[src/rtl/cpu_pkg.sv]
// Shared CPU definitions: instruction width, decode opcodes and the
// decode-to-fetch-queue pop count encoding.
package cpu_pkg;

    localparam int INS_W = 32;

    localparam logic [5:0] OP_RTYPE = 6'b000000;
    localparam logic [5:0] OP_BEQ   = 6'b000100;
    localparam logic [5:0] OP_ADDI  = 6'b001000;
    localparam logic [5:0] OP_JAL   = 6'b000011;
    localparam logic [5:0] OP_LW    = 6'b100011;
    localparam logic [5:0] OP_SW    = 6'b101011;
    localparam logic [5:0] FN_JR    = 6'b001000;

    typedef enum logic [1:0] {
        POP_NONE = 2'd0,
        POP_ONE  = 2'd1,
        POP_TWO  = 2'd2
    } pop_e;

    // Decode may drive 3; it means "as many as possible", i.e. two.
    function automatic logic [1:0] pop_clamp(input logic [1:0] p);
        return (p == 2'd3) ? 2'(POP_TWO) : p;
    endfunction

endpackage

[src/rtl/fetch_queue_if.sv]
// Fetch queue bus: imem pair push side, flush, and the two-entry decode view.
interface fetch_queue_if #(
    parameter int DEPTH = 8,
    parameter int W     = 32
);
    localparam int CW = $clog2(DEPTH) + 1;

    logic          flush;
    logic          push_valid;
    logic [W-1:0]  push_ins0;
    logic [W-1:0]  push_ins1;
    logic [W-1:0]  push_pc;
    logic          push_stall;
    logic [1:0]    pop_cnt;
    logic          out_valid0;
    logic [W-1:0]  out_ins0;
    logic [W-1:0]  out_pc0;
    logic          out_valid1;
    logic [W-1:0]  out_ins1;
    logic [W-1:0]  out_pc1;
    logic [CW-1:0] count;

    modport master (
        output flush, push_valid, push_ins0, push_ins1, push_pc, pop_cnt,
        input  push_stall, out_valid0, out_ins0, out_pc0,
               out_valid1, out_ins1, out_pc1, count
    );

    modport slave (
        input  flush, push_valid, push_ins0, push_ins1, push_pc, pop_cnt,
        output push_stall, out_valid0, out_ins0, out_pc0,
               out_valid1, out_ins1, out_pc1, count
    );

endinterface

[src/rtl/fetchq_mem.sv]
// Fetch queue storage: DEPTH x {ins,pc}, two writes to consecutive
// addresses and two reads (addr, addr+1), both wrapping. No reset.
module fetchq_mem #(
    parameter int DEPTH = 8,
    parameter int W     = 32,
    parameter int AW    = $clog2(DEPTH)
) (
    input  logic            clk,
    input  logic            we,
    input  logic [AW-1:0]   waddr,
    input  logic [2*W-1:0]  wdata0,
    input  logic [2*W-1:0]  wdata1,
    input  logic [AW-1:0]   raddr,
    output logic [2*W-1:0]  rdata0,
    output logic [2*W-1:0]  rdata1
);

    logic [DEPTH-1:0][2*W-1:0] mem;
    logic [AW-1:0]             waddr1;
    logic [AW-1:0]             raddr1;

    assign waddr1 = waddr + 1'b1;
    assign raddr1 = raddr + 1'b1;

    always_ff @(posedge clk) begin
        if (we) begin
            mem[waddr]  <= wdata0;
            mem[waddr1] <= wdata1;
        end
    end

    assign rdata0 = mem[raddr];
    assign rdata1 = mem[raddr1];

endmodule

[src/rtl/fetch_queue.sv]
// Dual-issue instruction fetch queue with FWFT two-entry head view.
// Optional FETCHQ_PERF_EN adds saturating stall/flush performance counters.
module fetch_queue
    import cpu_pkg::*;
#(
    parameter int DEPTH = 8,
    parameter int W     = INS_W
) (
    input  logic         clk,
    input  logic         rst_n,
`ifdef FETCHQ_PERF_EN
    output logic [31:0]  perf_stall_cycles,
    output logic [31:0]  perf_flushes,
`endif
    fetch_queue_if.slave fq
);

    localparam int AW = $clog2(DEPTH);
    localparam int CW = AW + 1;

    logic [AW-1:0]  rd_ptr, wr_ptr;
    logic [CW-1:0]  count_q, count_nxt;
    logic [CW-1:0]  pop_req, eff_pop, push_add;
    logic           stall, acc, over_pop;
    logic [2*W-1:0] rdata0, rdata1;

    // Stall looks only at registered occupancy: no decode-to-PC comb path.
    assign stall    = count_q > CW'(DEPTH - 2);
    assign acc      = fq.push_valid & ~stall;
    assign pop_req  = CW'(pop_clamp(fq.pop_cnt));
    assign over_pop = pop_req > count_q;
    assign eff_pop  = over_pop ? count_q : pop_req;
    assign push_add = acc ? CW'(2) : '0;
    assign count_nxt = count_q + push_add - eff_pop;

    always_ff @(posedge clk or negedge rst_n) begin
        if (!rst_n) begin
            rd_ptr  <= '0;
            wr_ptr  <= '0;
            count_q <= '0;
        end else if (fq.flush) begin
            rd_ptr  <= '0;
            wr_ptr  <= '0;
            count_q <= '0;
        end else begin
            rd_ptr  <= rd_ptr + eff_pop[AW-1:0];
            wr_ptr  <= wr_ptr + push_add[AW-1:0];
            count_q <= count_nxt;
        end
    end

    fetchq_mem #(.DEPTH(DEPTH), .W(W)) u_mem (
        .clk    (clk),
        .we     (acc & ~fq.flush),
        .waddr  (wr_ptr),
        .wdata0 ({fq.push_ins0, fq.push_pc}),
        .wdata1 ({fq.push_ins1, fq.push_pc + W'(1)}),
        .raddr  (rd_ptr),
        .rdata0 (rdata0),
        .rdata1 (rdata1)
    );

    assign fq.push_stall = stall;
    assign fq.count      = count_q;
    assign fq.out_valid0 = count_q != '0;
    assign fq.out_valid1 = count_q >= CW'(2);
    assign fq.out_ins0   = fq.out_valid0 ? rdata0[2*W-1:W] : '0;
    assign fq.out_pc0    = fq.out_valid0 ? rdata0[W-1:0]   : '0;
    assign fq.out_ins1   = fq.out_valid1 ? rdata1[2*W-1:W] : '0;
    assign fq.out_pc1    = fq.out_valid1 ? rdata1[W-1:0]   : '0;

`ifdef FETCHQ_PERF_EN
    always_ff @(posedge clk or negedge rst_n) begin
        if (!rst_n) begin
            perf_stall_cycles <= '0;
            perf_flushes      <= '0;
        end else begin
            if (fq.push_valid && stall && !(&perf_stall_cycles))
                perf_stall_cycles <= perf_stall_cycles + 32'd1;
            if (fq.flush && !(&perf_flushes))
                perf_flushes <= perf_flushes + 32'd1;
        end
    end
`endif

`ifndef SYNTHESIS
    always @(posedge clk) begin
        if (rst_n && !fq.flush && over_pop)
            $display("fetch_queue warning: over-pop, pop_cnt=%0d count=%0d", fq.pop_cnt, count_q);
    end
`endif

endmodule

[src/flat_wrapper.sv]
// flat-port wrapper written by rule: the top's interface ports become plain ports
module fetch_queue_flat import cpu_pkg::*;
#(
    parameter int DEPTH = 8,
    parameter int W     = INS_W
)
  (clk, rst_n, fq_flush, fq_push_valid, fq_push_ins0, fq_push_ins1, fq_push_pc, fq_pop_cnt, fq_push_stall, fq_out_valid0, fq_out_ins0, fq_out_pc0, fq_out_valid1, fq_out_ins1, fq_out_pc1, fq_count);
  fetch_queue_if #(.DEPTH(DEPTH), .W(W)) fq_i ();
  input  logic clk;
  input  logic rst_n;
  input wire logic [$bits(fq_i.flush)-1:0] fq_flush;
  input wire logic [$bits(fq_i.push_valid)-1:0] fq_push_valid;
  input wire logic [$bits(fq_i.push_ins0)-1:0] fq_push_ins0;
  input wire logic [$bits(fq_i.push_ins1)-1:0] fq_push_ins1;
  input wire logic [$bits(fq_i.push_pc)-1:0] fq_push_pc;
  input wire logic [$bits(fq_i.pop_cnt)-1:0] fq_pop_cnt;
  output wire logic [$bits(fq_i.push_stall)-1:0] fq_push_stall;
  output wire logic [$bits(fq_i.out_valid0)-1:0] fq_out_valid0;
  output wire logic [$bits(fq_i.out_ins0)-1:0] fq_out_ins0;
  output wire logic [$bits(fq_i.out_pc0)-1:0] fq_out_pc0;
  output wire logic [$bits(fq_i.out_valid1)-1:0] fq_out_valid1;
  output wire logic [$bits(fq_i.out_ins1)-1:0] fq_out_ins1;
  output wire logic [$bits(fq_i.out_pc1)-1:0] fq_out_pc1;
  output wire logic [$bits(fq_i.count)-1:0] fq_count;
  assign fq_i.flush = fq_flush;
  assign fq_i.push_valid = fq_push_valid;
  assign fq_i.push_ins0 = fq_push_ins0;
  assign fq_i.push_ins1 = fq_push_ins1;
  assign fq_i.push_pc = fq_push_pc;
  assign fq_i.pop_cnt = fq_pop_cnt;
  assign fq_push_stall = fq_i.push_stall;
  assign fq_out_valid0 = fq_i.out_valid0;
  assign fq_out_ins0 = fq_i.out_ins0;
  assign fq_out_pc0 = fq_i.out_pc0;
  assign fq_out_valid1 = fq_i.out_valid1;
  assign fq_out_ins1 = fq_i.out_ins1;
  assign fq_out_pc1 = fq_i.out_pc1;
  assign fq_count = fq_i.count;
  fetch_queue #(.DEPTH(DEPTH), .W(W)) u_core (.clk(clk), .rst_n(rst_n), .fq(fq_i));
endmodule
[config.mk]
export PLATFORM = sky130hd
export DESIGN_NAME = fetch_queue_flat
export DESIGN_NICKNAME = d
export VERILOG_FILES = /design/src/rtl/cpu_pkg.sv /design/src/rtl/fetch_queue_if.sv /design/src/rtl/fetchq_mem.sv /design/src/rtl/fetch_queue.sv /design/src/flat_wrapper.sv
export SDC_FILE = /design/constraint.sdc
export NUM_CORES = 1
export LEC_CHECK = 0
export CORE_AREA = 2 2 292 222
export CTS_CLUSTER_SIZE = 40
export DETAILED_ROUTE_END_ITERATION = 8
export DIE_AREA = 0 0 294 224
export GPL_ROUTABILITY_DRIVEN = 0
export SYNTH_ARGS = -nofsm -noshare
export SYNTH_HDL_FRONTEND = slang
export SYNTH_SLANG_ARGS = --single-unit
[constraint.sdc]
create_clock -name clk -period 8.4 [get_ports clk]
set_input_delay 2.1 -clock clk [delete_from_list [all_inputs] [get_ports clk]]
set_output_delay 2.1 -clock clk [all_outputs]
set_load 0.01 [all_outputs]
==> results.py <==
metrics = {
    "synthesis": {
        "ys_types": 47,
        "yosys-top-cells-area": "edfxtp_1 (55%), mux4_2 (20%), and2_1 (6.4%)",
        "synth_fp_nets": 2095,
        "synth_area_um2": 28100,
        "synth_top_cell_area_share_pct": 54.6,
        "synth_cells": 1979,
        "seq_area_frac_synth_pct": 55.4,
        "ys_warn_count": 0,
        "syn_avg_cell_area_um2": 14.2,
        "synth_top_cell_by_area": "edfxtp_1",
        "synth-seq-cells": 521,
    },
    "floorplan": {
        "die_h_um": 224,
        "num_rows": 80,
        "die_w_um": 294,
        "start_util_pct": 44.7,
        "coreArea_um2": 63000,
        "pin_count": 237,
        "die-area_um2": 65900,
    },
    "pwr": {
        "vdd_ir_drop_max_mv": 0.313,
        "powerDensity_nw_per_um2": 331,
        "p_leak_nw": 10.7,
    },
    "flow_run": {
        "cap_violations": 0,
    },
    "timing": {
        "skew_ns": 0.0268,
        "rsz0062_at_grt": "false",
        "layout_min_cycle_time_ns": 6.49,
        "final.setup.worst_slack_ns": 1.91,
        "setup-violations-final": 0,
        "setup_tns_ns": 0,
        "relSlewSlack_pct": 25.7,
        "finalMaxSlewViolations": 0,
        "hold_viol": 0,
        "min_period_over_period_pct": 77.3,
        "fmax_mhz": 154,
        "tightest_slew_ns": 1.11,
    },
    "setup_path": {
        "r2r_cells": 7,
        "cp-end-kind": "output pin",
        "rr_startpoint": "u_core.fq.count[3]$_DFF_PN0_",
        "worst_r2r_endpoint": "u_core.u_mem.mem[441]$_DFFE_PP_",
        "crit_required_ns": 6.30,
        "startpoint_type": "flop",
        "rrSetupSlack_ns": 4.87,
        "path_max_fanout": 60,
        "cp.arrival_ns": 4.39,
        "critical_path_class": "reg -> out",
    },
    "clock_network": {
        "clock-sinks": 521,
        "htree_levels": 2,
        "clock_latency_ns": 0.62,
        "cts_made_buffers": 55,
        "tritoncts": "built",
        "ctsResizeCount": 0,
        "root_buffer": "clkbuf_16",
        "ctsHoldBuffers": 0,
        "post_cts_buffers": 0,
        "clkTransAtPathRegs_ns": 0.06,
        "clock_path_buffers": 3,
    },
    "outcome": {
        "status": "finished clean",
    },
    "drt": {
        "routed_via_density": 6.04,
        "drcViolationCount": 0,
        "vias": 18100,
        "wl_um": 81200,
        "wl_per_cell_um": 27.1,
        "ant_nets": 0,
        "first_pass_iters": 5,
        "drt_iter0_markers": 1712,
    },
    "global_routing": {
        "grt_antenna_before_repair": 7,
        "grt_start_max_net_pins": 129,
        "grt_pass1_wl_um": 121000,
        "track_usage_pct": 24.8,
        "grt_pass1_vias": 18400,
        "grt_overflow": 0,
    },
    "place": {
        "placedCellCount": 2891,
        "dp_hpwl_um": 45600,
        "numPortBuffers": 236,
        "post-place-ws_ns": 2.50,
    },
    "final_layout": {
        "area_growth_pct": 17.2,
        "stdcell_count": 2997,
        "drive_gt1_share_pct": 19.7,
        "nets": 2244,
    },
    "min_path": {
        "worstHoldStart": "u_core.fq.count[0]$_DFF_PN0_",
        "min-delay-path-class": "reg -> reg",
        "hold_path_end": "u_core.fq.count[0]$_DFF_PN0_",
        "hold_depth": 3,
    },
}
-- critical path, stage by stage (launching register included) --
cell and delay (ns):
dfrtp_4 0.66, buf_4 0.73, buf_4 0.85, mux4_2 0.60
mux2i_1 0.30, nor2_1 0.08, clkdlybuf4s50_1 0.51
-- flip-flops by register name (all words and copies together) (netlist names) --
name and count:
u_core.fq.count 4, u_core.rd_ptr 3, u_core.u_mem.mem 512, u_core.wr_ptr 2
-- layout make-up --
class	instances	area, um^2
clock inverter	37	263
inverter	12	45.0
timing repair buffer	268	2670
clock buffer	64	1450
multi-input combinational	1270	11900
fill	5257	30000
tap	820	1030
sequential	521	15600
antenna	5	12.5
-- power by group --
part / leakage [nW] / internal (mW) / switching, mW
registers: 4.58 / 3.13 / 0.213
clock network: 0.846 / 1.35 / 1.03
logic: 5.24 / 2.46 / 2.74
-- stage by stage --
step	util, %	hold slack, ns	power (mW)	cell area, um^2
final	52.4	0.742	10.9	33000
after global routing	52.4	0.777	11.4	33000
after CTS	52.4	0.743	11.0	33000
after detailed placement	49.6	0.735	8.65	31200
after global placement	49.6	0.728	8.61	31200
after floorplan	-	0.610	6.34	28100
-- routing by layer --
metal	track usage (%)	vias up	routed length, um
li1	-	7833	-
met1	35.4	9450	34800
met2	39.8	726	38900
met3	4.40	100	6080
met4	6.17	4	1430
met5	0	-	26
-- cell usage after synthesis (all sizes together) --
cell	count
and4	3
nor3	10
nand2b	3
nand3	11
nand2	147
o31ai	3
edfxtp	512
a21oi	101
xor2	7
nand4	9
fa	3
ha	11
and3	98
o21a	1
nor2	172
or4	7
nor2b	7
dfrtp	9
and2	289
o21ai	9
xnor2	12
or4b	3
mux2	28
nand3b	1
or2	2
buf	54
or3b	1
mux4	256
inv	12
nor4	4
clkbuf	122
mux2i	66
or3	5
o211ai	1
-- kinds of logic after synthesis --
| family | after synthesis | share of synthesized area, % |
|---|---|---|
| and+or+nand+nor | 772 | 14.6 |
| DFF | 521 | 55.4 |
| muxes | 350 | 24.0 |
| buffers and inverters | 188 | 2.66 |
| AOI/OAI and AO/OA | 115 | 2.09 |
| xor gates and xnor gates | 19 | 0.591 |
| adders and majority gates | 14 | 0.703 |
-- how the worst max path moves through the flow --
stage	startpoint	end	slack, ns	cells past startpoint
3_3_place_gp	u_core.rd_ptr[0]$_DFF_PN0_	fq_out_ins0[0]	2.54	6
3_5_place_dp	u_core.rd_ptr[0]$_DFF_PN0_	fq_out_ins0[0]	2.50	6
2_1_floorplan	fq_flush	u_core.u_mem.mem[0]$_DFFE_PP_	-0.10	3
5_1_grt	u_core.rd_ptr[0]$_DFF_PN0_	fq_out_ins0[0]	1.60	6
6_report	u_core.rd_ptr[0]$_DFF_PN0_	fq_out_ins0[0]	1.91	6
4_1_cts	u_core.rd_ptr[0]$_DFF_PN0_	fq_out_ins0[0]	1.86	6
-- layout by cell type (no fill, tap or decap), drive strengths merged --
cell type,instances
or2,2
mux2,28
xor2,7
o211ai,1
nor2b,7
clkdlybuf4s50,236
nor4,4
nand3,11
o21ai,9
inv,12
bufinv,4
mux2i,66
edfxtp,512
ha,11
and4,3
mux4,256
or4,7
fa,3
o31ai,3
dfrtp,9
and2,289
nor3,10
nand4,9
diode,5
clkinvlp,1
buf,32
or3b,1
nand2b,3
nor2,172
clkbuf,64
and3,98
xnor2,12
nand3b,1
a21oi,101
nand2,147
or3,5
o21a,1
clkinv,32
or4b,3
Note: power is estimated with default switching activity, not from simulation.
